[src/rtl/cnn_acc_pkg.sv]
// Shared types and defaults for the CNN accelerator stream blocks.
// Holds the run-length encoder state encoding and width defaults.
package cnn_acc_pkg;

  typedef enum logic [1:0] {
    IDLE  = 2'd0,
    RUN   = 2'd1,
    FLUSH = 2'd2
  } rle_state_e;

  localparam int unsigned RLE_DATA_W_DEF = 8;
  localparam int unsigned RLE_LEN_W_DEF  = 8;

endpackage

[src/rtl/rle_out_reg.sv]
// One-entry valid/ready output register for RLE tokens.
// A load wins over a drain in the same cycle, so back-to-back tokens have no bubble.
module rle_out_reg #(
  parameter int unsigned DATA_W = 8,
  parameter int unsigned LEN_W  = 8
) (
  input  logic              clk,
  input  logic              rst_n,
  input  logic              ld_i,
  input  logic [DATA_W-1:0] value_i,
  input  logic [LEN_W-1:0]  length_i,
  input  logic              last_i,
  input  logic              ready_i,
  output logic              valid_o,
  output logic [DATA_W-1:0] value_o,
  output logic [LEN_W-1:0]  length_o,
  output logic              last_o
);

  logic              valid_q;
  logic [DATA_W-1:0] value_q;
  logic [LEN_W-1:0]  length_q;
  logic              last_q;

  always_ff @(posedge clk or negedge rst_n) begin
    if (!rst_n) begin
      valid_q  <= 1'b0;
      value_q  <= '0;
      length_q <= '0;
      last_q   <= 1'b0;
    end else if (ld_i) begin
      valid_q  <= 1'b1;
      value_q  <= value_i;
      length_q <= length_i;
      last_q   <= last_i;
    end else if (valid_q && ready_i) begin
      valid_q  <= 1'b0;
    end
  end

  assign valid_o  = valid_q;
  assign value_o  = value_q;
  assign length_o = length_q;
  assign last_o   = last_q;

endmodule

[src/rtl/rle_encoder_stream.sv]
// Streaming run-length encoder: valid/ready in, (value,length,last) tokens out.
// Supports length saturation, in_last flush and a zero-only merge mode.
module rle_encoder_stream
  import cnn_acc_pkg::*;
#(
  parameter int unsigned DATA_W    = RLE_DATA_W_DEF,
  parameter int unsigned LEN_W     = RLE_LEN_W_DEF,
  parameter bit          ZERO_ONLY = 1'b0
) (
  input  logic              clk,
  input  logic              rst_n,
  input  logic [DATA_W-1:0] in_data,
  input  logic              in_valid,
  input  logic              in_last,
  output logic              in_ready,
  output logic [DATA_W-1:0] out_value,
  output logic [LEN_W-1:0]  out_length,
  output logic              out_last,
  output logic              out_valid,
  input  logic              out_ready,
  output logic [15:0]       run_count
);

  localparam logic [LEN_W-1:0] MAX_LEN = '1;
  localparam logic [LEN_W-1:0] ONE     = LEN_W'(1);

  rle_state_e        state_q, state_d;
  logic [DATA_W-1:0] val_q, val_d;
  logic [LEN_W-1:0]  len_q, len_d;
  logic [15:0]       cnt_q;

  logic              slot_free;
  logic              accept;
  logic              match;
  logic              ld;
  logic [DATA_W-1:0] tok_val;
  logic [LEN_W-1:0]  tok_len;
  logic              tok_last;

  assign slot_free = !out_valid || out_ready;
  assign in_ready  = (state_q != FLUSH) && slot_free;
  assign accept    = in_valid && in_ready;
  assign match     = (in_data == val_q) && (len_q < MAX_LEN) &&
                     (!ZERO_ONLY || (in_data == '0));

  always_ff @(posedge clk or negedge rst_n) begin
    if (!rst_n) begin
      state_q <= IDLE;
      val_q   <= '0;
      len_q   <= '0;
    end else begin
      state_q <= state_d;
      val_q   <= val_d;
      len_q   <= len_d;
    end
  end

  always_comb begin
    state_d = state_q;
    val_d   = val_q;
    len_d   = len_q;
    unique case (state_q)
      IDLE: begin
        if (accept && !in_last) begin
          state_d = RUN;
          val_d   = in_data;
          len_d   = ONE;
        end
      end
      RUN: begin
        if (accept) begin
          if (match && !in_last) begin
            len_d = len_q + ONE;
          end else if (match) begin
            state_d = IDLE;
          end else begin
            // The mismatching symbol opens the next run, or waits in FLUSH
            state_d = in_last ? FLUSH : RUN;
            val_d   = in_data;
            len_d   = ONE;
          end
        end
      end
      FLUSH: begin
        if (slot_free) state_d = IDLE;
      end
      default: state_d = IDLE;
    endcase
  end

  always_comb begin
    ld       = 1'b0;
    tok_val  = val_q;
    tok_len  = len_q;
    tok_last = 1'b0;
    unique case (state_q)
      IDLE: begin
        if (accept && in_last) begin
          ld       = 1'b1;
          tok_val  = in_data;
          tok_len  = ONE;
          tok_last = 1'b1;
        end
      end
      RUN: begin
        if (accept && match && in_last) begin
          ld       = 1'b1;
          tok_len  = len_q + ONE;
          tok_last = 1'b1;
        end else if (accept && !match) begin
          ld       = 1'b1;
        end
      end
      FLUSH: begin
        if (slot_free) begin
          ld       = 1'b1;
          tok_len  = ONE;
          tok_last = 1'b1;
        end
      end
      default: ld = 1'b0;
    endcase
  end

  rle_out_reg #(
    .DATA_W (DATA_W),
    .LEN_W  (LEN_W)
  ) u_out (
    .clk      (clk),
    .rst_n    (rst_n),
    .ld_i     (ld),
    .value_i  (tok_val),
    .length_i (tok_len),
    .last_i   (tok_last),
    .ready_i  (out_ready),
    .valid_o  (out_valid),
    .value_o  (out_value),
    .length_o (out_length),
    .last_o   (out_last)
  );

  always_ff @(posedge clk or negedge rst_n) begin
    if (!rst_n) begin
      cnt_q <= '0;
    end else if (out_valid && out_ready) begin
      cnt_q <= cnt_q + 16'd1;
    end
  end

  assign run_count = cnt_q;

endmodule
[config.mk]
export PLATFORM = sky130hd
export DESIGN_NAME = rle_encoder_stream
export DESIGN_NICKNAME = d
export VERILOG_FILES = /design/src/rtl/cnn_acc_pkg.sv /design/src/rtl/rle_out_reg.sv /design/src/rtl/rle_encoder_stream.sv
export SDC_FILE = /design/constraint.sdc
export NUM_CORES = 1
export LEC_CHECK = 0
export CAP_MARGIN = 20
export CORE_MARGIN = 3
export CORE_UTILIZATION = 48
export CTS_CLUSTER_DIAMETER = 60
export DETAILED_ROUTE_END_ITERATION = 6
export GPL_TIMING_DRIVEN = 0
export PLACE_DENSITY = 0.78
export SYNTH_ARGS = -nofsm -noshare
export SYNTH_HDL_FRONTEND = slang
export SYNTH_HIERARCHICAL = 1
export SYNTH_SLANG_ARGS = --single-unit
[constraint.sdc]
create_clock -name clk -period 2 [get_ports clk]
set_input_delay 0.4 -clock clk [delete_from_list [all_inputs] [get_ports clk]]
set_output_delay 0.4 -clock clk [all_outputs]
set_load 0.1 [all_outputs]
==> summary.txt, run 1 <==
GRT
  • First-pass GRT wire length: 9830 um
  • Global Route met2 Usage: 32.3%
  • Total global routing overflow: 0
  • Vias in the first global route: 2045
  • All-layer global routing usage: 19.2%
  • Busiest grt layer: met2
  • Largest net degree at the start of global routing: 28
  • M3 GR Usage: 3.73%
  • Initial antenna violation count: 0
  • GR Util met1: 25.7%

Critical path
  • Cell family with most CP delay: simple AND/OR/NAND/NOR gates
  • Critical path required time: 2.20 ns
  • Worst setup SP type: flop
  • Critical Path, Cell by Cell: xor2_2, nor4_4, o211ai_1, nor2_1, o21ai_1, buf_6, buf_12, mux2_4
  • Crit-path max cell delay: 0.44 ns
  • Critical-path maximum fanout: 5
  • CP endpoint kind: flop
  • Worst Path Arrival: 2.25 ns
  • Crit-path slowest cell: dfrtp_1
  • CP Class: reg2reg
  • CP bufs+invs: 2

Yosys
  • Fraction of registers with async set/reset: 100%
  • Yosys cell types: 45
  • Gate Count Post-Synth: 241
  • Mean Syn Cell Area: 11.4 um^2
  • Post-synthesis register bit count: 52
  • Number of synthesized flops with an enable pin: 0
  • Top_reg_cell synth: dfrtp_1
  • Post-Syn Area: 2750 um^2
  • Yosys warnings: 6
  • Sequential fraction of the synthesis area: 47.3%
  • Syn Nets: 256

Placed design
  • Port Buffers: 47
  • Routability congestion estimate: 0.847
  • DP Wirelength: 3900 um

STA
  • Final min period: 2.05 ns
  • Part of the cycle the worst path needs: 102%
  • Clock Skew: 0.00404 ns
  • F_max: 0.489 GHz
  • Worst Setup Slack, final: -0.0464 ns
  • Normalized max-slew margin: 34.8%
  • Final Hold Vio Count: 0
  • RSZ-0062 raised after global routing: yes
  • Final slew viol count: 0
  • Setup violators final: 17
  • Slew @ Worst Pin: 0.982 ns

Job
  • Maxcap violations: 0

Route
  • Post-route ant nets: 0
  • Number of DRC markers in iteration 0: 160
  • Via count: 2073
  • Post-route DRC violation count: 0
  • Avg WL per Cell: 16.0 um
  • Drt pass-1 iters: 4
  • Wirelength, routed: 6080 um
  • Avg Vias per Cell: 5.44

Pwr
  • Part of the power in combinational logic: 53.1%
  • Overall power: 5.11 mW
  • Internal power: 2.71 mW
  • Clock power share: 17.0%
  • Worst vdd ir: 1.05 mV
  • Switching power: 2.41 mW
  • Switching share of total power: 47.1%
  • P_leak: 1.65 nW
  • Power per cell area: 1390 nW/um^2
  • Seq pwr share: 29.9%

Hold path
  • Hold/Removal Path Class: in2async

Finish
  • # diodes: 0
  • Syn-to-layout area delta: 33.7%
  • Total Nets Final: 325
  • Share of cells above drive strength 1: 34.4%
  • Final Util: 68.9%

Die
  • Die Width: 81.7 um
  • Die area: 6670 um^2
  • DIE HEIGHT: 81.7 um
  • CORE AREA: 5340 um^2
  • IO Count: 48
  • Initial core utilization: 51.5%
  • FP Rows: 26

Clock network
  • Clock sinks: 52
  • Worst skew pair latency: 0.31 ns
  • Clock Path Buffers: 2
  • H-tree levels: 2
  • CTS buffer count: 5
  • CTS tree: built
  • Clock root buffer: clkbuf_8
  • CTS clock-pin slew for the worst setup and hold paths: 0.10 ns

Run status
  • Outcome: finished with violations
  • Failing checks: negative setup slack
kinds of logic (layout without fill, tap and decap cells):
logic type | count (synthesis) | after routing | synth area share, %
compound gates | 39 | 39 | 9.74
xor+xnor | 29 | 29 | 9.24
fa+ha+maj | 2 | 2 | 0.910
buf+inv | 14 | 84 | 3.41
flops | 52 | 52 | 47.3
mux | 35 | 35 | 15.5
simple gates | 70 | 70 | 13.8
routing by layer:
layer  routed length, um  up-vias
li1                    -      996
met1                2710     1009
met2                2980       62
met3                 333        6
met4                  57        0
met5                   0        -
layout make-up:
class / count / area, um^2
multi-input combinational: 175 / 1440
timing repair buffer: 62 / 573
clock inverter: 3 / 68.8
fill: 399 / 1660
tap: 70 / 87.6
sequential: 52 / 1320
buffer: 11 / 108
clock buffer: 5 / 68.8
inverter: 3 / 11.3
per-stage QoR:
step	worst slack (ns)	hold WS, ns	setup TNS (ns)	cells	area [um^2]
after global placement	-1.38	0.458	-76.86	358	3370
final	-0.0464	0.0894	-0.642	381	3680
after detailed placement	-0.931	0.452	-23.01	359	3380
after floorplan	-0.0430	0.104	-0.490	241	2810
after global routing	-0.103	0.128	-1.48	381	3680
after CTS	-0.0299	0.116	-0.254	381	3670
flip-flops by register name, summed over array words and instances, names as in the netlist:
| register | count |
|---|---|
| len_q | 8 |
| run_count | 16 |
| state_q | 2 |
| u_out/last_o | 1 |
| u_out/length_o | 8 |
| u_out/valid_o | 1 |
| u_out/value_o | 8 |
| val_q | 8 |
final timing paths:
kind	depth (start not counted)	startpoint	endpoint	slack, ns
setup / recovery	8	val_q[5]$_DFFE_PN0P_	u_out/value_o[0]$_DFFE_PN0P_	-0.05
hold / removal	1	rst_n	u_out/length_o[3]$_DFFE_PN0P_	0.09
setup reg to reg	8	val_q[5]$_DFFE_PN0P_	u_out/value_o[0]$_DFFE_PN0P_	-0.05
hold reg to reg	1	run_count[15]$_DFFE_PN0P_	run_count[15]$_DFFE_PN0P_	0.48
max in group asynchronous	2	rst_n	u_out/valid_o$_DFFE_PN0P_	1.34
min in group clk	1	run_count[15]$_DFFE_PN0P_	run_count[15]$_DFFE_PN0P_	0.48
power by group through the flow:
| stage | clock [mW] | sequential [mW] | combinational, mW |
|---|---|---|---|
| 2_1_floorplan | 0 | 2.63 | 0.885 |
| 3_3_place_gp | 0 | 1.54 | 2.52 |
| 3_5_place_dp | 0 | 1.54 | 2.56 |
| 4_1_cts | 0.884 | 1.52 | 2.68 |
| 5_1_grt | 0.916 | 1.58 | 2.84 |
| 6_report | 0.869 | 1.53 | 2.72 |
synthesized netlist by cell type (2+ instances only):
cell        n  area (um^2)
a21oi_1    11         55.1
and3_1      4         25.0
and4_1      4         35.0
buf_2       2         10.0
buf_4       2         15.0
buf_6       2         22.5
clkbuf_1    4         15.0
dfrtp_1    52         1300
ha_1        2         25.0
inv_1       3         11.3
mux2_2     25          282
mux2_4      9          135
nand2_1    19         71.3
nand2b_1    2         12.5
nand3_1     9         45.0
nand4_1     3         18.8
nor2_1      9         33.8
nor2b_1     3         18.8
nor3_1      3         15.0
nor4_1      3         18.8
nor4b_1     3         26.3
o21ai_0    10         50.1
o2bb2ai_1   6         52.6
or3_1       3         18.8
xnor2_1    12          105
xor2_1     17          149
placed cells by master (no fill, tap or decap), drive strengths merged, types with 9 or more instances in the layout:
master / instances
a21oi: 13
o21ai: 11
clkdlybuf4s15: 9
clkbuf: 16
mux2: 34
dfrtp: 52
buf: 24
dlygate4sd2: 27
nand3: 9
nor2: 9
xor2: 17
nand2: 20
xnor2: 12
timing repair:
| item | CTS | global route |
|---|---|---|
| gates resized for setup | 72 | 22 |
| pin swaps | 9 | 3 |
| setup endpoints to repair | 64 | 36 |
| endpoints found under the hold margin | 0 | 0 |
| buffers inserted | 13 | 0 |
| hold buffers | 0 | 0 |
| gates cloned | 1 | 0 |
Note: power is estimated with default switching activity, not from simulation.
==> run 2, diff against run 1 <==
Settings changed: CORE_UTILIZATION 48 to 56, DONT_BUFFER_PORTS set to 1, PLACE_DENSITY 0.78 to 0.75, RECOVER_POWER set to 50.
==> run 2 against run 1 <==
Wire length is 6.0% lower. Combinational power down 52%. Sequential share of layout area rose by 4.8 points. Critical endpoint is now in_ready. Worst setup slack worse by 0.050 ns. Register-to-register slack lost 0.04 ns. Via count down 6.3%. Fmax down 2.4%. Sequential power rose by 78%. Cell count shrank 13%. The run still ends with negative setup slack left. Clock skew is 0.0015 ns higher.
==> summary.txt, run 2 (same netlist as run 1, synthesis figures left out) <==
Hold path
  • Worst hold start: in_data[6]
  • Hold depth: 1
  • Hold/Removal Path Class: in2reg
  • Worst hold endpoint: val_q[6]$_DFFE_PN0P_

Clock network
  • CTS clock-pin slew for the worst setup and hold paths: 0.10 ns
  • Clock Path Buffers: 2
  • CTS buffer count: 5
  • CTS tree: built
  • Clock sinks: 52
  • Worst skew pair latency: 0.31 ns
  • Clock root buffer: clkbuf_8
  • H-tree levels: 2

Critical path
  • CP Class: reg2out
  • R2r setup slk: -0.09 ns
  • R2R Path End: u_out/length_o[4]$_DFFE_PN0P_
  • Critical path required time: 1.60 ns
  • Cell family with most CP delay: simple AND/OR/NAND/NOR gates
  • Critical Path, Cell by Cell: nor2b_4, nor2_4
  • Crit-path max cell delay: 0.65 ns
  • Worst Path Arrival: 1.70 ns
  • Worst R2R Path Depth: 6
  • FF-to-FF Start: u_out/valid_o$_DFFE_PN0P_
  • Critical-path maximum fanout: 7
  • CP bufs+invs: 0
  • Worst setup SP type: flop
  • CP endpoint kind: output pin
  • Crit-path slowest cell: dfrtp_4

Run status
  • Failing checks: negative setup slack
  • Outcome: finished with violations

GRT
  • Total global routing overflow: 0
  • First-pass GRT wire length: 9540 um
  • Initial antenna violation count: 0
  • Vias in the first global route: 1939
  • All-layer global routing usage: 20.2%
  • Largest net degree at the start of global routing: 53

Placed design
  • Routability congestion estimate: 0.820
  • Dpl ws: -0.499 ns
  • DP Wirelength: 3560 um
  • Port Buffers: 0
  • Area post-placement: 2890 um^2
  • Post-Place Cells: 306

Die
  • Initial core utilization: 60.6%
  • IO Count: 48
  • DIE HEIGHT: 76.1 um
  • Die Width: 76.1 um
  • FP Rows: 24
  • CORE AREA: 4530 um^2
  • Die area: 5790 um^2

Pwr
  • Power per cell area: 1420 nW/um^2
  • Overall power: 4.64 mW
  • Worst vdd ir: 1.31 mV
  • P_leak: 1.42 nW

STA
  • Sum Neg Setup Slack: -1.26 ns
  • Normalized max-slew margin: 23.3%
  • WHS: 0.231 ns
  • Final slew viol count: 0
  • Clock Skew: 0.00557 ns
  • Final min period: 2.10 ns
  • Setup violators final: 18
  • RSZ-0062 raised after global routing: yes
  • Part of the cycle the worst path needs: 105%
  • Final Hold Vio Count: 0
  • Worst Setup Slack, final: -0.0965 ns
  • F_max: 0.477 GHz
  • Slew @ Worst Pin: 1.15 ns

Finish
  • Commonest cells after routing, fill and taps aside: dfrtp_1, nand2_1, xor2_1, mux2_4, mux2_2
  • Max reg flops: 16
  • Share of cells above drive strength 1: 38.9%
  • Post-Layout Cell Count: 330
  • Syn-to-layout area delta: 19.3%
  • # diodes: 0
  • Final instance area: 3280 um^2
  • Total Nets Final: 279
  • Layout fillers: 308
  • Final Util: 72.3%
  • Commonest non-fill, non-tap cell in the layout: dfrtp_1

Route
  • Drt pass-1 iters: 4
  • Post-route ant nets: 0
  • Post-route DRC violation count: 0
  • Wirelength, routed: 5710 um
  • Via count: 1943
  • Avg WL per Cell: 17.3 um
  • Avg Vias per Cell: 5.89
  • Number of DRC markers in iteration 0: 120

Job
  • Maxcap violations: 0
-- run 2: cell count changes in the layout (fill, tap and decap cells not counted), moves of 4 or more --
cell	delta
dfrtp_1	-6
mux2_4	+8
mux2_2	-8
clkdlybuf4s15_2	-4
dlygate4sd2_1	-27
clkbuf_2	-9
clkdlybuf4s15_1	-5
-- run 2: worst max path at each step --
stage                              startpoint                            end  slack, ns  depth (start not counted)
floorplan                len_q[2]$_DFFE_PN0P_  u_out/length_o[3]$_DFFE_PN0P_      -0.04                          9
global placement         len_q[3]$_DFFE_PN0P_   u_out/value_o[1]$_DFFE_PN0P_      -0.44                          9
detailed placement       len_q[5]$_DFFE_PN0P_  u_out/length_o[5]$_DFFE_PN0P_      -0.50                          8
CTS                 u_out/valid_o$_DFFE_PN0P_   u_out/value_o[7]$_DFFE_PN0P_      -0.12                          7
global route             val_q[6]$_DFFE_PN0P_  u_out/length_o[4]$_DFFE_PN0P_      -0.17                          8
finish              u_out/valid_o$_DFFE_PN0P_                       in_ready       -0.1                          2
-- run 2: power breakdown --
part	internal, mW	total [mW]	switching (mW)
clock network	0.251	0.616	0.364
registers	1.32	2.73	1.41
logic	0.748	1.30	0.548
-- run 2: area by class of cell --
cell class,count,area (um^2),share of cell area [%]
buffer,9,90.1,2.75
clock buffer,5,68.8,2.10
clock inverter,3,22.5,0.687
inverter,3,11.3,0.343
multi-input combinational,175,1500,45.7
sequential,52,1330,40.6
tap,65,81.3,2.48
timing repair buffer,18,176,5.38
-- run 2: worst reg2reg max path, stage by stage, from the launching register on --
cell and delay [ns]:
dfrtp_4 0.65, nor2b_4 0.23, or3_4 0.37, o21ai_1 0.11, buf_6 0.17, buf_12 0.16, mux2_4 0.31
-- run 2: per-layer routing --
layer | vias up | track usage (%) | wire, um
met4 | 0 | 5.80 | 72
met1 | 968 | 24.1 | 2410
met5 | - | 0 | 0
li1 | 909 | - | -
met3 | 9 | 6.97 | 347
met2 | 57 | 34.7 | 2890
-- run 2: what timing repair did --
item	in CTS	in global routing
setup endpoints to repair	34	27
gates resized for setup	20	17
hold buffers	2	0
pin swaps	3	5
endpoints found under the hold margin	52	0
buffers inserted	10	7
==> run 3, diff against run 2 <==
Settings changed: TNS_END_PERCENT set to 5.
==> run 3 against run 2 <==
The flow still finishes with violations (negative setup slack). First-iteration DRC count down 19%. Register-to-register slack got worse by 0.04 ns. Clock skew decreased by 0.0012 ns. Power rose by 0.74%. Worst hold slack better by 0.0035 ns. Global-route usage is 0.18 points higher. Critical path type unchanged. Critical endpoint unchanged.
==> summary.txt, run 3 (same netlist as run 1, synthesis figures left out) <==
Run status
  • Outcome: finished with violations
  • Failing checks: negative setup slack

Finish
  • Total Nets Final: 274
  • Final Util: 70.5%
  • Share of cells above drive strength 1: 35.8%
  • Sequential standard cell area: 1340 um^2
  • Syn-to-layout area delta: 16.3%
  • Max reg flops: 16
  • # diodes: 0
  • Commonest cells after routing, fill and taps aside: dfrtp_1, mux2_2, nand2_1
  • Footprint of the multi-input gates: 1450 um^2
  • Commonest non-fill, non-tap cell in the layout: dfrtp_1
  • Layout fillers: 335

Route
  • Post-route DRC violation count: 0
  • Number of DRC markers in iteration 0: 97
  • Wirelength, routed: 5690 um
  • Avg WL per Cell: 17.5 um
  • Via count: 1924
  • Post-route ant nets: 0
  • Drt pass-1 iters: 4
  • Avg Vias per Cell: 5.92

Die
  • Initial core utilization: 60.6%
  • FP Rows: 24
  • CORE AREA: 4530 um^2
  • IO Count: 48
  • Die Width: 76.1 um
  • DIE HEIGHT: 76.1 um
  • Die area: 5790 um^2

STA
  • Part of the cycle the worst path needs: 108%
  • Slew @ Worst Pin: 1.31 ns
  • Setup violators final: 26
  • Final Hold Vio Count: 0
  • Clock Skew: 0.00435 ns
  • Normalized max-slew margin: 12.5%
  • F_max: 0.461 GHz
  • Worst Setup Slack, final: -0.168 ns
  • Final slew viol count: 0
  • RSZ-0062 raised after global routing: yes
  • Final min period: 2.17 ns

Critical path
  • Crit-path max cell delay: 0.64 ns
  • Worst Path Arrival: 1.77 ns
  • CP bufs+invs: 1
  • Worst R2R Path Depth: 7
  • Critical Path, Cell by Cell: nor2b_4, buf_6, nor2_4
  • Cell family with most CP delay: simple AND/OR/NAND/NOR gates
  • FF-to-FF Start: u_out/valid_o$_DFFE_PN0P_
  • Crit-path slowest cell: dfrtp_4
  • R2R Path End: u_out/value_o[5]$_DFFE_PN0P_
  • Worst setup SP type: flop
  • Critical path required time: 1.60 ns
  • R2r setup slk: -0.13 ns
  • CP Class: reg2out
  • Critical-path maximum fanout: 7
  • CP endpoint kind: output pin

Clock network
  • CTS buffer count: 5
  • Clock Path Buffers: 2
  • CTS tree: built
  • CTS clock-pin slew for the worst setup and hold paths: 0.09 ns
  • H-tree levels: 2
  • Clock sinks: 52
  • Worst skew pair latency: 0.31 ns
  • Clock root buffer: clkbuf_8

Placed design
  • Routability congestion estimate: 0.812
  • Port Buffers: 0
  • Dpl ws: -0.538 ns
  • DP Wirelength: 3640 um

Pwr
  • Clock power share: 15.7%
  • Worst vdd ir: 1.03 mV
  • Part of the power in combinational logic: 26.0%
  • Switching power: 2.29 mW
  • Internal power: 2.38 mW
  • Switching share of total power: 49.1%
  • Power per cell area: 1460 nW/um^2
  • P_leak: 1.35 nW
  • Seq pwr share: 58.2%

Hold path
  • Worst hold endpoint: val_q[6]$_DFFE_PN0P_
  • Hold/Removal Path Class: in2reg
  • Hold depth: 1
  • Worst hold start: in_data[6]

GRT
  • First-pass GRT wire length: 9590 um
  • Vias in the first global route: 1944
  • Total global routing overflow: 0
  • All-layer global routing usage: 20.4%
  • Largest net degree at the start of global routing: 53
  • Initial antenna violation count: 0

Job
  • Maxcap violations: 0
## run 3: changes by cell type in the layout (fill, tap and decap cells not counted), moves of 2 or more
cell and delta:
dfrtp_4 +4, dfrtp_1 +3, dfrtp_2 -7, buf_12 -2, mux2_4 -6, o2bb2ai_2 -2
buf_4 -4, mux2_2 +6, o21ai_2 +2, o2bb2ai_1 +2
## run 3: power by group through the flow
stage	combinational (mW)	clock, mW	sequential (mW)
final	1.22	0.736	2.72
after global routing	1.32	0.792	2.77
after CTS	1.19	0.754	2.71
after detailed placement	1.02	0	2.69
after global placement	0.987	0	2.69
after floorplan	0.880	0	2.63
## run 3: cell type report
| type | count | area share [%] |
|---|---|---|
| timing repair buffer | 12 | 3.56 |
| buffer | 10 | 2.82 |
| tap | 65 | 2.54 |
| clock inverter | 2 | 1.21 |
| clock buffer | 6 | 2.27 |
| sequential | 52 | 41.8 |
| multi-input combinational | 175 | 45.5 |
| inverter | 3 | 0.352 |
## run 3: worst max-delay path by stage
stage	to	start	cells after the start	slack [ns]
floorplan	u_out/value_o[0]$_DFFE_PN0P_	u_out/valid_o$_DFFE_PN0P_	7	-0.10
global placement	u_out/value_o[1]$_DFFE_PN0P_	len_q[0]$_DFFE_PN0P_	8	-0.51
detailed placement	u_out/length_o[3]$_DFFE_PN0P_	len_q[0]$_DFFE_PN0P_	8	-0.54
CTS	in_ready	u_out/valid_o$_DFFE_PN0P_	3	-0.16
global route	in_ready	state_q[0]$_DFFE_PN0P_	3	-0.22
finish	in_ready	u_out/valid_o$_DFFE_PN0P_	3	-0.17
## run 3: per-layer routing
metal / up-vias / share of wire [%] / global-route usage (%)
met3: 10 / 5.9 / 4.26
met5: - / 0 / 0
met4: 0 / 1.7 / 6.88
met2: 58 / 50 / 34.3
li1: 902 / - / -
met1: 954 / 43 / 26.3
## run 3: stage by stage
stage / hold WS (ns) / setup TNS, ns / instance area (um^2) / cells / power, mW
floorplan: 0.104 / -1.30 / 2790 / 241 / 3.51
global placement: 0.106 / -10.10 / 2870 / 306 / 3.67
detailed placement: 0.106 / -10.87 / 2870 / 306 / 3.71
CTS: 0.229 / -1.91 / 3160 / 325 / 4.65
global route: 0.222 / -6.29 / 3200 / 325 / 4.88
finish: 0.235 / -1.95 / 3200 / 325 / 4.68
## run 3: what timing repair did
item	CTS	global route
setup endpoints to repair	34	31
resized for setup	21	19
hold endpoints to repair	52	0
setup buffers	10	0
pin swaps	3	3
hold buffers	2	0
